File: config.mk
export PLATFORM = sky130hd
export DESIGN_NAME = mem_bus_arbiter
export DESIGN_NICKNAME = d
export VERILOG_FILES = /design/src/rtl/mem_bus_arbiter.sv
export SDC_FILE = /design/constraint.sdc
export NUM_CORES = 1
export LEC_CHECK = 0
export BUFFER_PORTS_ARGS = -buffer_cell sky130_fd_sc_hd__buf_2
export CORE_AREA = 2 2 76 78
export DETAILED_ROUTE_END_ITERATION = 10
export DIE_AREA = 0 0 78 80
export MAX_ROUTING_LAYER = met4
export PLACE_DENSITY = 0.59
export SKIP_CTS_REPAIR_TIMING = 1
export SLEW_MARGIN = 20
export SYNTH_ARGS = -nofsm -noshare
export SYNTH_HDL_FRONTEND = slang
export SYNTH_SLANG_ARGS = --single-unit
File: constraint.sdc
create_clock -name clk -period 3.5 [get_ports clk]
set_input_delay 0.35 -clock clk [delete_from_list [all_inputs] [get_ports clk]]
set_output_delay 0.35 -clock clk [all_outputs]
set_load 0.01 [all_outputs]
File: src/rtl/mem_bus_arbiter.sv
// mem_bus_arbiter: shares one memory bus among NUM_MASTERS requesters.
// Grants are registered and one-hot. Arbitration is round-robin or fixed priority.
// A locking owner is forced off the bus after MAX_LOCK contended cycles.
// Read returns are steered back to the issuing master via a tag pipeline.
module mem_bus_arbiter #(
  parameter int NUM_MASTERS = 3,
  parameter int ADDR_W      = 16,
  parameter int DATA_W      = 8,
  parameter int RD_LATENCY  = 1,
  parameter int RR_MODE     = 1,
  parameter int MAX_LOCK    = 16
) (
  input  logic                          clk,
  input  logic                          rst,
  input  logic [NUM_MASTERS-1:0]        req,
  input  logic [NUM_MASTERS-1:0]        lock,
  input  logic [NUM_MASTERS-1:0]        we,
  input  logic [NUM_MASTERS*ADDR_W-1:0] addr,
  input  logic [NUM_MASTERS*DATA_W-1:0] wdata,
  output logic [NUM_MASTERS-1:0]        gnt,
  output logic [NUM_MASTERS-1:0]        rvalid,
  output logic [DATA_W-1:0]             rdata,
  output logic                          lock_violation,
  output logic [ADDR_W-1:0]             mem_addr,
  output logic [DATA_W-1:0]             mem_data_out,
  output logic                          mem_write_en,
  output logic                          mem_read_en,
  input  logic [DATA_W-1:0]             mem_data_in
);

  localparam int IDX_W = (NUM_MASTERS > 1) ? $clog2(NUM_MASTERS) : 1;
  localparam int CNT_W = $clog2(MAX_LOCK + 1);

  typedef logic [IDX_W-1:0] idx_t;
  typedef enum logic {S_IDLE, S_OWNED} state_t;

  state_t                 r_state;
  logic [NUM_MASTERS-1:0] r_gnt;
  idx_t                   r_owner;
  idx_t                   r_last_owner;
  logic [CNT_W-1:0]       r_lock_cnt;
  logic                   r_lock_violation;
  logic [RD_LATENCY-1:0]  r_tag_v;
  idx_t                   r_tag_idx [RD_LATENCY];

  logic                   w_access;
  logic                   w_others_waiting;
  logic                   w_owner_lock;
  logic                   w_force;
  logic                   w_hold;
  logic [NUM_MASTERS-1:0] w_cand;
  idx_t                   w_start;
  logic                   w_found;
  idx_t                   w_win;

  function automatic logic [NUM_MASTERS-1:0] onehot(input idx_t i);
    logic [NUM_MASTERS-1:0] v;
    v    = '0;
    v[i] = 1'b1;
    return v;
  endfunction

  // Lock bookkeeping: decide whether the owner keeps the bus or is forced off.
  always_comb begin
    w_others_waiting = |(req & ~r_gnt);
    w_owner_lock     = (r_state == S_OWNED) && lock[r_owner];
    w_force          = w_owner_lock && w_others_waiting &&
                       (r_lock_cnt == CNT_W'(MAX_LOCK - 1));
    w_hold           = w_owner_lock && !w_force;
    // A forced release must hand the bus to someone else.
    w_cand           = w_force ? (req & ~r_gnt) : req;
  end

  // Search start: fixed priority always begins at 0, round-robin just past the
  // last owner (which equals the current owner while the bus is owned).
  always_comb begin
    if (RR_MODE == 0) begin
      w_start = '0;
    end else if (r_last_owner == idx_t'(NUM_MASTERS - 1)) begin
      w_start = '0;
    end else begin
      w_start = r_last_owner + idx_t'(1);
    end
  end

  // Winner search over candidates, wrapping from w_start.
  always_comb begin
    int unsigned j;
    j       = 0;
    w_found = 1'b0;
    w_win   = '0;
    for (int unsigned k = 0; k < NUM_MASTERS; k++) begin
      j = (32'(w_start) + k) % NUM_MASTERS;
      if (!w_found && w_cand[j]) begin
        w_found = 1'b1;
        w_win   = idx_t'(j);
      end
    end
  end

  // Ownership FSM with lock counter and sticky violation flag.
  always_ff @(posedge clk or negedge rst) begin
    if (!rst) begin
      r_state          <= S_IDLE;
      r_gnt            <= '0;
      r_owner          <= '0;
      r_last_owner     <= idx_t'(NUM_MASTERS - 1);
      r_lock_cnt       <= '0;
      r_lock_violation <= 1'b0;
    end else begin
      case (r_state)
        S_IDLE: begin
          r_lock_cnt <= '0;
          if (w_found) begin
            r_state      <= S_OWNED;
            r_gnt        <= onehot(w_win);
            r_owner      <= w_win;
            r_last_owner <= w_win;
          end
        end
        S_OWNED: begin
          if (w_hold) begin
            r_lock_cnt <= w_others_waiting ? (r_lock_cnt + CNT_W'(1)) : '0;
          end else if (w_found) begin
            if (w_force) begin
              r_lock_violation <= 1'b1;
            end
            r_gnt        <= onehot(w_win);
            r_owner      <= w_win;
            r_last_owner <= w_win;
            r_lock_cnt   <= '0;
          end else begin
            r_state    <= S_IDLE;
            r_gnt      <= '0;
            r_lock_cnt <= '0;
          end
        end
        default: begin
          r_state <= S_IDLE;
          r_gnt   <= '0;
        end
      endcase
    end
  end

  // Memory bus mux: only the granted and requesting master drives the bus.
  always_comb begin
    w_access     = |(r_gnt & req);
    mem_addr     = '0;
    mem_data_out = '0;
    mem_write_en = 1'b0;
    mem_read_en  = 1'b0;
    if (w_access) begin
      mem_addr     = addr[r_owner*ADDR_W +: ADDR_W];
      mem_data_out = wdata[r_owner*DATA_W +: DATA_W];
      mem_write_en = we[r_owner];
      mem_read_en  = ~we[r_owner];
    end
  end

  // Read tag pipeline: remembers which master issued each read.
  always_ff @(posedge clk or negedge rst) begin
    if (!rst) begin
      r_tag_v <= '0;
      for (int unsigned i = 0; i < RD_LATENCY; i++) begin
        r_tag_idx[i] <= '0;
      end
    end else begin
      r_tag_v[0]   <= mem_read_en;
      r_tag_idx[0] <= r_owner;
      for (int unsigned i = 1; i < RD_LATENCY; i++) begin
        r_tag_v[i]   <= r_tag_v[i-1];
        r_tag_idx[i] <= r_tag_idx[i-1];
      end
    end
  end

  // Read-valid strobe decoded from the last pipeline stage.
  always_comb begin
    rvalid = '0;
    if (r_tag_v[RD_LATENCY-1]) begin
      rvalid[r_tag_idx[RD_LATENCY-1]] = 1'b1;
    end
  end

  assign rdata          = mem_data_in;
  assign gnt            = r_gnt;
  assign lock_violation = r_lock_violation;

endmodule

### Word level (Yosys, flattened, before mapping)

Index checks and enable logic that the tools add are counted.

* bits in registers: 17
* input bits: 91
* output and inout bits: 41
* word-level logic and storage cells: 93

* add/subtract/negate cells: 4
* divide/modulo/power cells: 3
* $lt $le $gt $ge: 8
* eq/ne operators: 4
* shift operators: 2
* mux-type cells: 43
* bitwise gates (word level): 6
* reduce and logical (&&, ||, !) cells: 15

Operator list (count)
* less-than comparator 32 x 3 -> 1 bit, second input constant: 3
* modulo 32 x 2 -> 32 bit, second input constant: 2
* variable part select 48 x 7 -> 16 bit: 1
* modulo 2 x 2 -> 32 bit, second input constant: 1
* variable part select 24 x 6 -> 8 bit: 1
* two-way mux 16 bit: 1
* two-way mux 2 bit: 8
* two-way mux 3 bit: 5
* two-way mux 1 bit: 14
* binary-select mux 1 bit (select 2 bit): 5
* two-way mux 5 bit: 2
* one-hot mux 5 bit (2 select lines): 1
* less-than comparator 2 x 3 -> 1 bit, second input constant: 3
* logical AND 1 bit: 8
* two-way mux 8 bit: 1
* one-hot mux 2 bit (2 select lines): 2
* AND 3 bit: 2
* one-hot mux 3 bit (2 select lines): 1
* OR reduction 3 bit: 2
* adder 5 x 1 -> 5 bit, second input constant: 1
* == test 5 x 4 -> 1 bit, second input constant: 1
* demux 1 bit (select 2 bit): 2
* greater-or-equal comparator 2 x 1 -> 1 bit, second input constant: 2
* != test 2 bit, second input constant: 2
* 10 further kinds: 14

### Depth between registers and ports, before layout

* depth after elaboration: 22
* mapped depth: 7
* mapped depth without buffers: 7

### Least setup slack after synthesis

Ideal clock, no wire load.

* path kind: register to output
* from: reg, netlist name r_last_owner[0]
* to: out mem_addr[0]
* arrival: 1.419 ns
* data required time: 3.150 ns
* path slack: 1.731 ns
* stages on the path, launching flop included: 7
* path buffers: 2
* path through: dfrtp_1 -> buf_2 -> inv_2 -> nor2_1 -> clkbuf_1 -> a21oi_1 -> nor2_1

RTL lines
* end: declaration: RTL line 24 `output logic [ADDR_W-1:0] mem_addr,`

### Final worst setup path

* from: reg r_owner[1]
* to: out mem_read_en

* longest elaborated chain between the ends: 4

Ends and longest elaborated chain
* start: declaration: RTL line 39 `idx_t r_owner;`
* start signal: assignment: RTL line 117 `r_owner <= w_win;`
* start signal: assignment: RTL line 129 `r_owner <= w_win;`
* binary-select mux 1 bit (select 2 bit): RTL line 157 `mem_read_en = ~we[r_owner];`
* two-way mux 1 bit (implied by the code): RTL line 157
* inverter 1 bit: RTL line 157
* two-way mux 1 bit: RTL line 153 `if (w_access) begin`
* end: declaration: RTL line 27 `output logic mem_read_en,`

Every way passes these cells. The select of a mux whose other input is x is not followed.

==> parameters.txt <==
Parameter                              Value

Run status
  Status    finished, final reports clean

Logic synthesis
  Count of state elements after synthesis    16
  Number of different library cells in the post-synthesis netlist    39
  Nets in the synthesized netlist    slightly below 300
  Cell type with the highest aggregate area in the netlist    dfrtp_1
  Syn_area_per_cell    7.87 um2
  Number of synthesis warnings    0
  Sequential cell area fraction in the yosys report    25.8%
  Cell area after synthesis    1560 um2
  Area fraction of the dominant cell type after synthesis    24.1%
  Dominant register cell in the synthesized netlist    dfrtp_1
  Count of flip-flops with a built-in enable after synthesis    0
  Number of cells produced by synthesis    198
  Async SR Flop Fraction    100%
  Largest cells by area after synthesis    dfrtp_1 24%, mux2i_1 16%, nor2_1 14%

Layout
  Ant diodes    0
  Area overhead of the layout relative to synthesis    40.4%
  Finished Layout Cells    374
  Filler cells    593
  Footprint of the multi-input gates    1020 um2
  FF+latch area    402 um2
  Fraction of final layout cells sized beyond drive strength 1    45.4%
  Nets    ~400
  Fraction of the core area covered by cells at the end of the flow    between 40 and 50%

Timing
  Worst slew margin relative to its limit    a little under half
  RSZ-0062 raised after global routing    false
  Total Negative Setup Slacks    0 ns
  Final Cycle Share    72.7%
  Endpoints failing hold    0
  Count of final max-slew check failures    0
  Final worst-path setup slack    0.955 ns
  Final setup fails    0
  Highest Clock Rate    393 MHz
  Maximum clock skew at final layout    roughly 0.0026 ns
  Time the final worst path needs with I/O delays and setup    roughly 2.5 ns
  Transition time of the tightest slew-check pin    just over 0.8 ns

Global route
  Vias in the first global route    1678
  Maximum number of pins on one net before global-route repair    28
  Overall track demand over capacity in global routing    between 15 and 20%
  Antenna violations before repair    0
  Wire length of the first global-routing pass    7480 um
  Grt total ovfl    0

Job
  Number of max-cap violations    0

Clocking
  Maximum buffer depth of the clock tree    2
  Clock tree from TritonCTS    yes
  Sinks on Clock Net    16
  Cts bufs inserted    3
  Insertion delay of the later-clocked pin in the worst-skew pair    0.25 ns
  H-tree levels    1
  Clock transition at the registers of the reported paths    0.06 ns
  Cell chosen for the clock root    clkbuf_8

Routing
  Ratio of routed vias to standard cells    around 4.7
  Mean routed wirelength per cell    12.8 um
  Routed Wire Length    4770 um
  Final antenna-violating net count    0
  Number of remaining DRC errors    0
  First drt pass iteration count    4
  Routed via count    1752
  Iteration-0 DRC Markers    64

Worst setup path
  Largest fanout on the critical path    17
  Register-to-register setup slack    ~1.2 ns
  CP Launch Type    register
  Launch instance of the worst register-to-register path    r_owner[1]
  Data arrival time of the critical path    2.20 ns
  Worst R2R Path Depth    5
  Reg-to-reg critical path endpoint    r_owner[1]
  Endpoint kind of the worst setup timing path    output port
  Req. time, crit path    between 3 and 4 ns
  Kind of critical path    reg2out

Place
  IO buf count    115
  Worst slack at placement    around 1.2 ns
  Number of placed instances with taps included    370
  Weighted congestion at the end of routability-driven global placement    0.784
  Dpl hpwl    3720 um

Floorplanning
  DIE WIDTH    78 um
  Floorplan die height    80 um
  IO Count    132
  FP Rows    27
  Area inside the core boundary    ~5400 um2
  Initial Utilization    28.8%
  Die Outline Area    6240 um2

Power
  Power per Cell Area    684 nW/um2
  Leakage power of the design    around 1.1 nW
  Peak supply drop    approximately 0.00024 V

Worst hold path
  Path category of the worst min-delay check    in2async
[registers in the layout, summed over array words and instances, names as in the netlist]
signal,cells
r_tag_v,1
r_state,1
r_tag_idx,2
lock_violation,1
r_owner,1
r_lock_cnt,5
r_last_owner,2
gnt,3
[worst max-delay path, stage by stage, from the launching register on]
cell and delay [ns]:
dfrtp_1 0.76, buf_4 0.40, mux2i_1 0.23, nor2_1 0.05
a21oi_1 0.14, nor2b_1 0.20, buf_2 0.16
[stage by stage]
step	instance area (um2)	hold WS (ns)	total power [mW]
floorplan	1560	0.0544	1.06
global placement	2140	0.296	1.36
detailed placement	2140	0.302	1.36
CTS	2190	0.0283	1.52
global route	2190	0.0329	1.65
finish	2190	0.0126	1.50
[synthesized netlist by cell type (all sizes together) (2+ instances only)]
| cell type | n |
|---|---|
| a21oi | 29 |
| a22oi | 2 |
| a31oi | 2 |
| and3 | 2 |
| buf | 12 |
| clkbuf | 7 |
| dfrtp | 15 |
| ha | 2 |
| inv | 7 |
| mux2 | 2 |
| mux2i | 25 |
| nand2 | 7 |
| nor2 | 58 |
| nor2b | 4 |
| o22ai | 3 |
| o311ai | 2 |
| o31ai | 3 |
| o32ai | 3 |
[routing by layer]
metal / part of all wire [%] / routed length, um / GRT usage (%) / vias up
met5: 0 / 0 / - / -
met3: 5.4 / 257 / 2.60 / 9
met4: 1.5 / 70 / 6.14 / 0
met1: 43 / 2030 / 18.1 / 795
li1: - / - / - / 886
met2: 51 / 2410 / 25.6 / 62
[worst max-delay path by stage]
| stage | start | endpoint | slack, ns | cells past startpoint |
|---|---|---|---|---|
| 2_1_floorplan | r_last_owner[0] | mem_addr[0] | 1.73 | 6 |
| 3_3_place_gp | r_owner[1] | r_owner[1] | 1.24 | 5 |
| 3_5_place_dp | r_owner[1] | mem_read_en | 1.17 | 6 |
| 4_1_cts | r_owner[1] | mem_read_en | 0.90 | 6 |
| 5_1_grt | r_owner[1] | mem_addr[7] | 0.78 | 5 |
| 6_report | r_owner[1] | mem_read_en | 0.95 | 6 |
[power breakdown]
| part | total [mW] | switching, mW | internal (mW) |
|---|---|---|---|
| Clock | 0.145 | 0.0639 | 0.0806 |
| Combinational | 1.03 | 0.588 | 0.438 |
| Sequential | 0.327 | 0.0797 | 0.247 |
[final cells by class]
type	instances	share of cell area [%]
Multi-Input combinational cell	156	46.6
Timing Repair Buffer	119	27.7
Sequential cell	16	18.3
Tap cell	72	4.11
Clock buffer	4	2.06
Inverter	7	1.20
[cells in the final DEF (no fill, tap or decap), types with 3 or more instances in the layout]
cell and instances:
buf_2 115, dfrtp_1 15, inv_1 6, clkbuf_8 3, buf_4 4, nand2_1 7, nor2_1 57, mux2i_1 25
a21oi_1 28, o22ai_1 3, nor2b_1 4
[logic make-up after synthesis]
logic type | count (synthesis) | share of synthesized area (%)
AND/OR/NAND/NOR | 79 | 22.3
flip-flops | 16 | 25.8
buffers and inverters | 26 | 8.91
XOR/XNOR | 2 | 1.12
AO/OA/AOI/OAI | 46 | 22.8
adder cells (fa/ha/maj) | 2 | 1.60
multiplexers | 27 | 17.5
Note: power is estimated with default switching activity, not from simulation.
